### config.mk
export PLATFORM = sky130hd
export DESIGN_NAME = uart_transceiver
export DESIGN_NICKNAME = d
export VERILOG_FILES = /design/src/rtl/uart_pkg.sv /design/src/rtl/uart_bit_timer.sv /design/src/rtl/uart_transceiver.sv
export SDC_FILE = /design/constraint.sdc
export NUM_CORES = 1
export LEC_CHECK = 0
export CORE_ASPECT_RATIO = 1.5
export CORE_MARGIN = 2
export CORE_UTILIZATION = 46
export DETAILED_ROUTE_END_ITERATION = 10
export PLACE_DENSITY = 0.66
export SLEW_MARGIN = 20
export SYNTH_ARGS = -nofsm -noshare
export SYNTH_HDL_FRONTEND = slang
export SYNTH_SLANG_ARGS = --single-unit
export TNS_END_PERCENT = 50
### constraint.sdc
create_clock -name clk_i -period 2.25 [get_ports clk_i]
set_input_delay 0.45 -clock clk_i [delete_from_list [all_inputs] [get_ports clk_i]]
set_output_delay 0.45 -clock clk_i [all_outputs]
set_load 0.01 [all_outputs]
### src/rtl/uart_pkg.sv
// Shared types and frame constants for the UART transmit and receive paths.
package uart_pkg;

  typedef enum logic [1:0] {
    IDLE  = 2'd0,
    START = 2'd1,
    DATA  = 2'd2,
    STOP  = 2'd3
  } uart_state_e;

  localparam int DATA_BITS = 8;
  localparam int STOP_BITS = 1;

  // Clocks per bit; truncating division.
  function automatic int calc_div(input int clk_freq, input int baud_rate);
    return clk_freq / baud_rate;
  endfunction

endpackage

### src/rtl/uart_bit_timer.sv
// Loadable down-counter producing a one-cycle tick at the end of each bit
// period. A full load times DIV clocks, a half load DIV/2 clocks; after a
// tick it reloads a full period so it keeps ticking once per bit.
module uart_bit_timer #(
  parameter int DIV = 434
) (
  input  logic clk_i,
  input  logic rst_ni,
  input  logic en,
  input  logic load_full,
  input  logic load_half,
  output logic tick
);

  localparam int CW = (DIV < 2) ? 1 : $clog2(DIV + 1);
  localparam logic [CW-1:0] FULL = CW'(DIV - 1);
  localparam logic [CW-1:0] HALF = CW'((DIV / 2 > 0) ? (DIV / 2 - 1) : 0);

  logic [CW-1:0] cnt;

  // Loads win over the enable so a timer can be armed from its idle state.
  always_ff @(posedge clk_i or negedge rst_ni) begin
    if (!rst_ni)            cnt <= '0;
    else if (load_full)     cnt <= FULL;
    else if (load_half)     cnt <= HALF;
    else if (!en)           cnt <= '0;
    else if (cnt == '0)     cnt <= FULL;
    else                    cnt <= cnt - 1'b1;
  end

  assign tick = en && (cnt == '0);

endmodule

### src/rtl/uart_transceiver.sv
// Full-duplex 8N1 UART: independent TX serializer and RX deserializer
// sharing one clock and reset, each paced by its own bit timer.
module uart_transceiver
  import uart_pkg::*;
#(
  parameter int CLK_FREQ  = 50_000_000,
  parameter int BAUD_RATE = 115200
) (
  input  logic       clk_i,
  input  logic       rst_ni,
  input  logic       tx_enable,
  input  logic       wr,
  input  logic [7:0] wr_data,
  output logic       idle,
  output logic       tx,
  input  logic       rx_enable,
  input  logic       rx,
  output logic [7:0] rx_data,
  output logic       rx_valid
);

  localparam int DIV = calc_div(CLK_FREQ, BAUD_RATE);
  localparam int BCW = $clog2(DATA_BITS);

  // ---------------------------------------------------------------- TX path
  uart_state_e          tx_state, tx_state_n;
  logic [DATA_BITS-1:0] tx_shift, tx_shift_n;
  logic [BCW-1:0]       tx_cnt, tx_cnt_n;
  logic                 tx_q, tx_n;
  logic                 tx_load, tx_tick;

  uart_bit_timer #(.DIV(DIV)) u_tx_timer (
    .clk_i    (clk_i),
    .rst_ni   (rst_ni),
    .en       (tx_state != IDLE),
    .load_full(tx_load),
    .load_half(1'b0),
    .tick     (tx_tick)
  );

  // TX state, shift register and registered line output.
  always_ff @(posedge clk_i or negedge rst_ni) begin
    if (!rst_ni) begin
      tx_state <= IDLE;
      tx_shift <= '0;
      tx_cnt   <= '0;
      tx_q     <= 1'b1;
    end else begin
      tx_state <= tx_state_n;
      tx_shift <= tx_shift_n;
      tx_cnt   <= tx_cnt_n;
      tx_q     <= tx_n;
    end
  end

  // TX next state: the line value for the coming bit is decided here so tx
  // changes on the same edge as the state.
  always_comb begin
    tx_state_n = tx_state;
    tx_shift_n = tx_shift;
    tx_cnt_n   = tx_cnt;
    tx_n       = tx_q;
    tx_load    = 1'b0;
    case (tx_state)
      IDLE: begin
        tx_n = 1'b1;
        if (tx_enable && wr) begin
          tx_state_n = START;
          tx_shift_n = wr_data;
          tx_cnt_n   = '0;
          tx_n       = 1'b0;
          tx_load    = 1'b1;
        end
      end
      START: begin
        if (tx_tick) begin
          tx_state_n = DATA;
          tx_n       = tx_shift[0];
        end
      end
      DATA: begin
        if (tx_tick) begin
          if (tx_cnt == BCW'(DATA_BITS - 1)) begin
            tx_state_n = STOP;
            tx_cnt_n   = '0;
            tx_n       = 1'b1;
          end else begin
            tx_cnt_n   = tx_cnt + 1'b1;
            tx_shift_n = tx_shift >> 1;
            tx_n       = tx_shift[1];
          end
        end
      end
      STOP: begin
        if (tx_tick) begin
          if (tx_cnt == BCW'(STOP_BITS - 1)) tx_state_n = IDLE;
          else                                tx_cnt_n   = tx_cnt + 1'b1;
        end
      end
      default: tx_state_n = IDLE;
    endcase
  end

  assign tx   = tx_q;
  assign idle = (tx_state == IDLE);

  // ---------------------------------------------------------------- RX path
  uart_state_e          rx_state, rx_state_n;
  logic [DATA_BITS-1:0] rx_shift, rx_shift_n;
  logic [BCW-1:0]       rx_cnt, rx_cnt_n;
  logic [7:0]           rx_data_q, rx_data_n;
  logic                 rx_valid_q, rx_valid_n;
  logic                 rx_s1, rx_s2, rx_prev;
  logic                 rx_load, rx_tick;

  // Two-flop synchronizer plus one delayed copy for falling-edge detection;
  // all reset high to match an idle line.
  always_ff @(posedge clk_i or negedge rst_ni) begin
    if (!rst_ni) begin
      rx_s1   <= 1'b1;
      rx_s2   <= 1'b1;
      rx_prev <= 1'b1;
    end else begin
      rx_s1   <= rx;
      rx_s2   <= rx_s1;
      rx_prev <= rx_s2;
    end
  end

  uart_bit_timer #(.DIV(DIV)) u_rx_timer (
    .clk_i    (clk_i),
    .rst_ni   (rst_ni),
    .en       (rx_state != IDLE),
    .load_full(1'b0),
    .load_half(rx_load),
    .tick     (rx_tick)
  );

  // RX state, shift register and output byte/pulse.
  always_ff @(posedge clk_i or negedge rst_ni) begin
    if (!rst_ni) begin
      rx_state   <= IDLE;
      rx_shift   <= '0;
      rx_cnt     <= '0;
      rx_data_q  <= '0;
      rx_valid_q <= 1'b0;
    end else begin
      rx_state   <= rx_state_n;
      rx_shift   <= rx_shift_n;
      rx_cnt     <= rx_cnt_n;
      rx_data_q  <= rx_data_n;
      rx_valid_q <= rx_valid_n;
    end
  end

  // RX next state: half-bit recheck of the start bit, then mid-bit samples.
  // After a framing error the FSM simply returns to IDLE; a new frame needs
  // a 1->0 edge, so it cannot re-arm until the line has gone high again.
  always_comb begin
    rx_state_n = rx_state;
    rx_shift_n = rx_shift;
    rx_cnt_n   = rx_cnt;
    rx_data_n  = rx_data_q;
    rx_valid_n = 1'b0;
    rx_load    = 1'b0;
    if (!rx_enable) begin
      rx_state_n = IDLE;
    end else begin
      case (rx_state)
        IDLE: begin
          if (rx_prev && !rx_s2) begin
            rx_state_n = START;
            rx_load    = 1'b1;
          end
        end
        START: begin
          if (rx_tick) begin
            if (rx_s2) begin
              rx_state_n = IDLE;
            end else begin
              rx_state_n = DATA;
              rx_cnt_n   = '0;
            end
          end
        end
        DATA: begin
          if (rx_tick) begin
            rx_shift_n = {rx_s2, rx_shift[DATA_BITS-1:1]};
            if (rx_cnt == BCW'(DATA_BITS - 1)) rx_state_n = STOP;
            else                                rx_cnt_n   = rx_cnt + 1'b1;
          end
        end
        STOP: begin
          if (rx_tick) begin
            rx_state_n = IDLE;
            if (rx_s2) begin
              rx_data_n  = rx_shift;
              rx_valid_n = 1'b1;
            end
          end
        end
        default: rx_state_n = IDLE;
      endcase
    end
  end

  assign rx_data  = rx_data_q;
  assign rx_valid = rx_valid_q;

endmodule

==> impl_metrics.ini <==
[run_status]
status = finished clean

[critical_path]
critPathCapture = idle
rrSetupSlack_ps = 270
cp.arrival_ps = 1670
path_class = flop to primary output
cp_slowest_cell = clkdlybuf4s50_1
regToRegEndpoint = tx_state[0]
reg2regPathDepth = 6
setup.worst_path.start_class = flop
critPathCaptureType = primary output
crit_start = tx_state[1]
cp_cell_sequence = inv_1 -> ha_2 -> clkdlybuf4s50_1
cp_num_buf_inv = 2
cp_top_family = buffers and inverters
max_stage_delay_ps = 560
critical_path.max_fanout = 9
r2r_start = u_tx_timer.cnt[0]
worstPathRequired_ps = 1800
path_depth = 3

[synthesis]
async_flop_share_pct = 100.0
yosysSeqAreaShare_pct = 51.05
synthFlopType = dfrtp_1
synth_area_mm2 = 0.002804
synth_area_per_cell_um2 = 11.88
syn-num-nets = 261
synthCells = 236
yosysUniqueCellTypes = 48
synth_enable_flop_cells = 0
yosys-top-cells-area = dfrtp_1 (47%), mux2_2 (12%), ha_1 (4.9%)
yosysWarnings = 0
synth-seq-cells = 57
synth_top_area_cell = dfrtp_1
synth.top_cell.area_share_pct = 47.30

[route]
post-route-drc-count = 0
avgViaCountPerCell = 5.361
wire_per_inst_um = 14.03
antenna_left = 0
drtIter0Drc = 62
postRouteWirelength_mm = 4.896
vias = 1871
drt_first_pass_iters = 4

[clock_tree]
htree_levels = 3
clockRootBuffer = clkbuf_8
cts_tree = done
clock_sinks = 57
clock_latency_ps = 330
numCtsBuffers = 9
ctsHoldBuffers = 0
clk_pin_slew_ps = 70
post_cts_buffers = 0
clk_path_buf_depth = 2

[power]
p_switching_uw = 777.8
powerDensity_mw_per_mm2 = 814.9
total_power_mw = 2.753
p_clk_share_pct = 36.5
ir_drop_v = 0.0005729
p_int_mw = 1.975
leakage_nw = 1.559
power_switching_share_pct = 28.25
power_frac_comb_pct = 19.0
p_seq_share_pct = 44.5

[timing]
rsz0062_at_grt = no
slew-limit-headroom_pct = 67.78
max_freq_ghz = 0.4707
hold_ws_ps = 71.01
worst_slew_pin_slew_ps = 483.3
finClkSkew_ps = 6.499
post-route-period-util_pct = 94.42
final-setup-viol-count = 0
fin_crit_ps = 2125
maxSlewViolCount = 0
hold_violations = 0
setup-tns-final_ps = 0

[global_route]
first_global_vias = 1915
antenna_found_initial = 0
grt_use_total_pct = 16.99
grt_pass1_wl_mm = 8.569
grt_start_max_net_pins = 39
overflow = 0

[floorplanning]
die-area_mm2 = 0.006749
die_w_um = 67.75
initial_core_util_pct = 48.11
row_count = 34
io-pin-count = 25
core_mm2 = 0.005828
die_y_um = 99.62

[placement]
gp_congestion = 0.7895
hpwl_mm = 3.473
portBuffers = 24

[finish]
seqCellArea_mm2 = 0.001431
final.fill_count = 483
nets = 297
final_util_pct = 57.96
areaGrowthSynthToFinish_pct = 20.48
multiInputGateArea_mm2 = 0.001296
drive_above_1_share_pct = 25.27
n_antenna_cell = 0

[worst_hold_path]
hold_class = primary input to asynchronous set/reset pin

[flow_run]
maxCapViolCount = 0
[worst reg2reg max path: stages, from the launching register on]
cell and delay, ps:
dfrtp_1 410, inv_1 70, ha_1 190, or3b_2 470, nor3b_1 420, a31o_2 230, a22oi_1 60
[cell type report]
| type | count | share of cell area (%) |
|---|---|---|
| Clock inverter | 4 | 1.481 |
| Timing Repair Buffer | 30 | 8.667 |
| Multi-Input combinational cell | 160 | 38.37 |
| Inverter | 14 | 1.556 |
| Tap cell | 72 | 2.667 |
| Clock buffer | 12 | 4.889 |
| Sequential cell | 57 | 42.37 |
[timing repair]
item | 4_1_cts | 5_1_grt
endpoints found under the hold margin | 0 | 0
endpoints found under the setup margin | 0 | 1
gates resized for setup | 0 | 1
[per-stage QoR]
step / area, µm² / setup WS (ps) / cells
after global placement: 3161 / 273.1 / 333
after CTS: 3376 / 16.17 / 349
final: 3378 / 125.4 / 349
after global routing: 3378 / 2.040 / 349
after floorplan: 2804 / 336.2 / 236
after detailed placement: 3161 / 290.0 / 333
[registers in the layout, summed over array words and instances, names as in the netlist]
| name | flops |
|---|---|
| tx_shift | 8 |
| rx_state | 2 |
| rx_prev | 1 |
| tx_state | 2 |
| rx_data | 8 |
| tx | 1 |
| rx_s2 | 1 |
| rx_s1 | 1 |
| u_tx_timer.cnt | 9 |
| u_rx_timer.cnt | 9 |
| tx_cnt | 3 |
| rx_valid | 1 |
| rx_cnt | 3 |
| rx_shift | 8 |
[cell families (layout without fill, tap and decap cells)]
family	count (synthesis)	after routing	synth area share (%)
simple gates	66	66	14.68
flops	57	57	51.05
compound gates	37	37	9.014
mux	37	37	14.73
buf+inv	19	60	2.811
fa+ha+maj	11	11	4.908
xor+xnor	9	9	2.811
[synthesized netlist by cell type (2+ instances only)]
cell	instances
inv_1	14
clkbuf_1	4
nor2b_1	2
nor3b_1	3
nand3_1	4
a21oi_1	9
nand3_4	2
xnor2_1	7
a21boi_0	2
xor2_1	2
o31ai_1	2
dfrtp_1	53
ha_1	11
or4_1	2
mux2_2	30
mux2i_1	6
nor2_1	19
o21ai_0	11
nand2b_1	3
nand2_1	9
nand4b_1	3
dfstp_2	4
a31oi_1	2
and3_1	2
nor4_1	2
nand3b_1	2
o211ai_1	2
nor3_1	4
[cell usage in the layout, fill, tap and decap left out, drive strengths merged, types with 2 or more instances in the layout]
master	count
buf	7
or4	2
and3	2
nand3	6
nor3b	4
a21oi	9
a31oi	2
nand2b	3
nor2	19
ha	11
nor3	4
nand3b	2
dfrtp	53
dfstp	4
o211ai	3
inv	14
xor2	2
or3	2
nor2b	2
a21boi	3
clkbuf	12
nand4b	3
clkinvlp	2
mux2i	6
nor4	4
o21ai	12
clkdlybuf4s50	23
o31ai	2
mux2	31
xnor2	7
nand2	9
[worst min-delay path by stage]
stage	endpoint	slack [ps]	startpoint
floorplan	rx_cnt[0]	150	rst_ni
finish	tx_shift[7]	70	rst_ni
detailed placement	rx_s2	350	rx_s1
global route	tx_shift[7]	80	rst_ni
CTS	tx_shift[7]	60	rst_ni
global placement	rx_s2	350	rx_s1
[metal layers]
layer  wire [µm]  GRT usage (%)  up-vias
met5           0              0        -
met4          63          7.064        0
met3         143          5.430        5
met2        2601          28.36       20
met1        2088          19.60      937
li1            -              -      909
[power groups by stage]
stage	clock network, mW	logic (mW)	registers (mW)
finish	1.00	0.523	1.23
global route	1.09	0.598	1.24
CTS	1.04	0.531	1.23
detailed placement	0	0.525	1.24
global placement	0	0.525	1.24
floorplan	0	0.434	1.22
(Power assumes the default switching activity.)
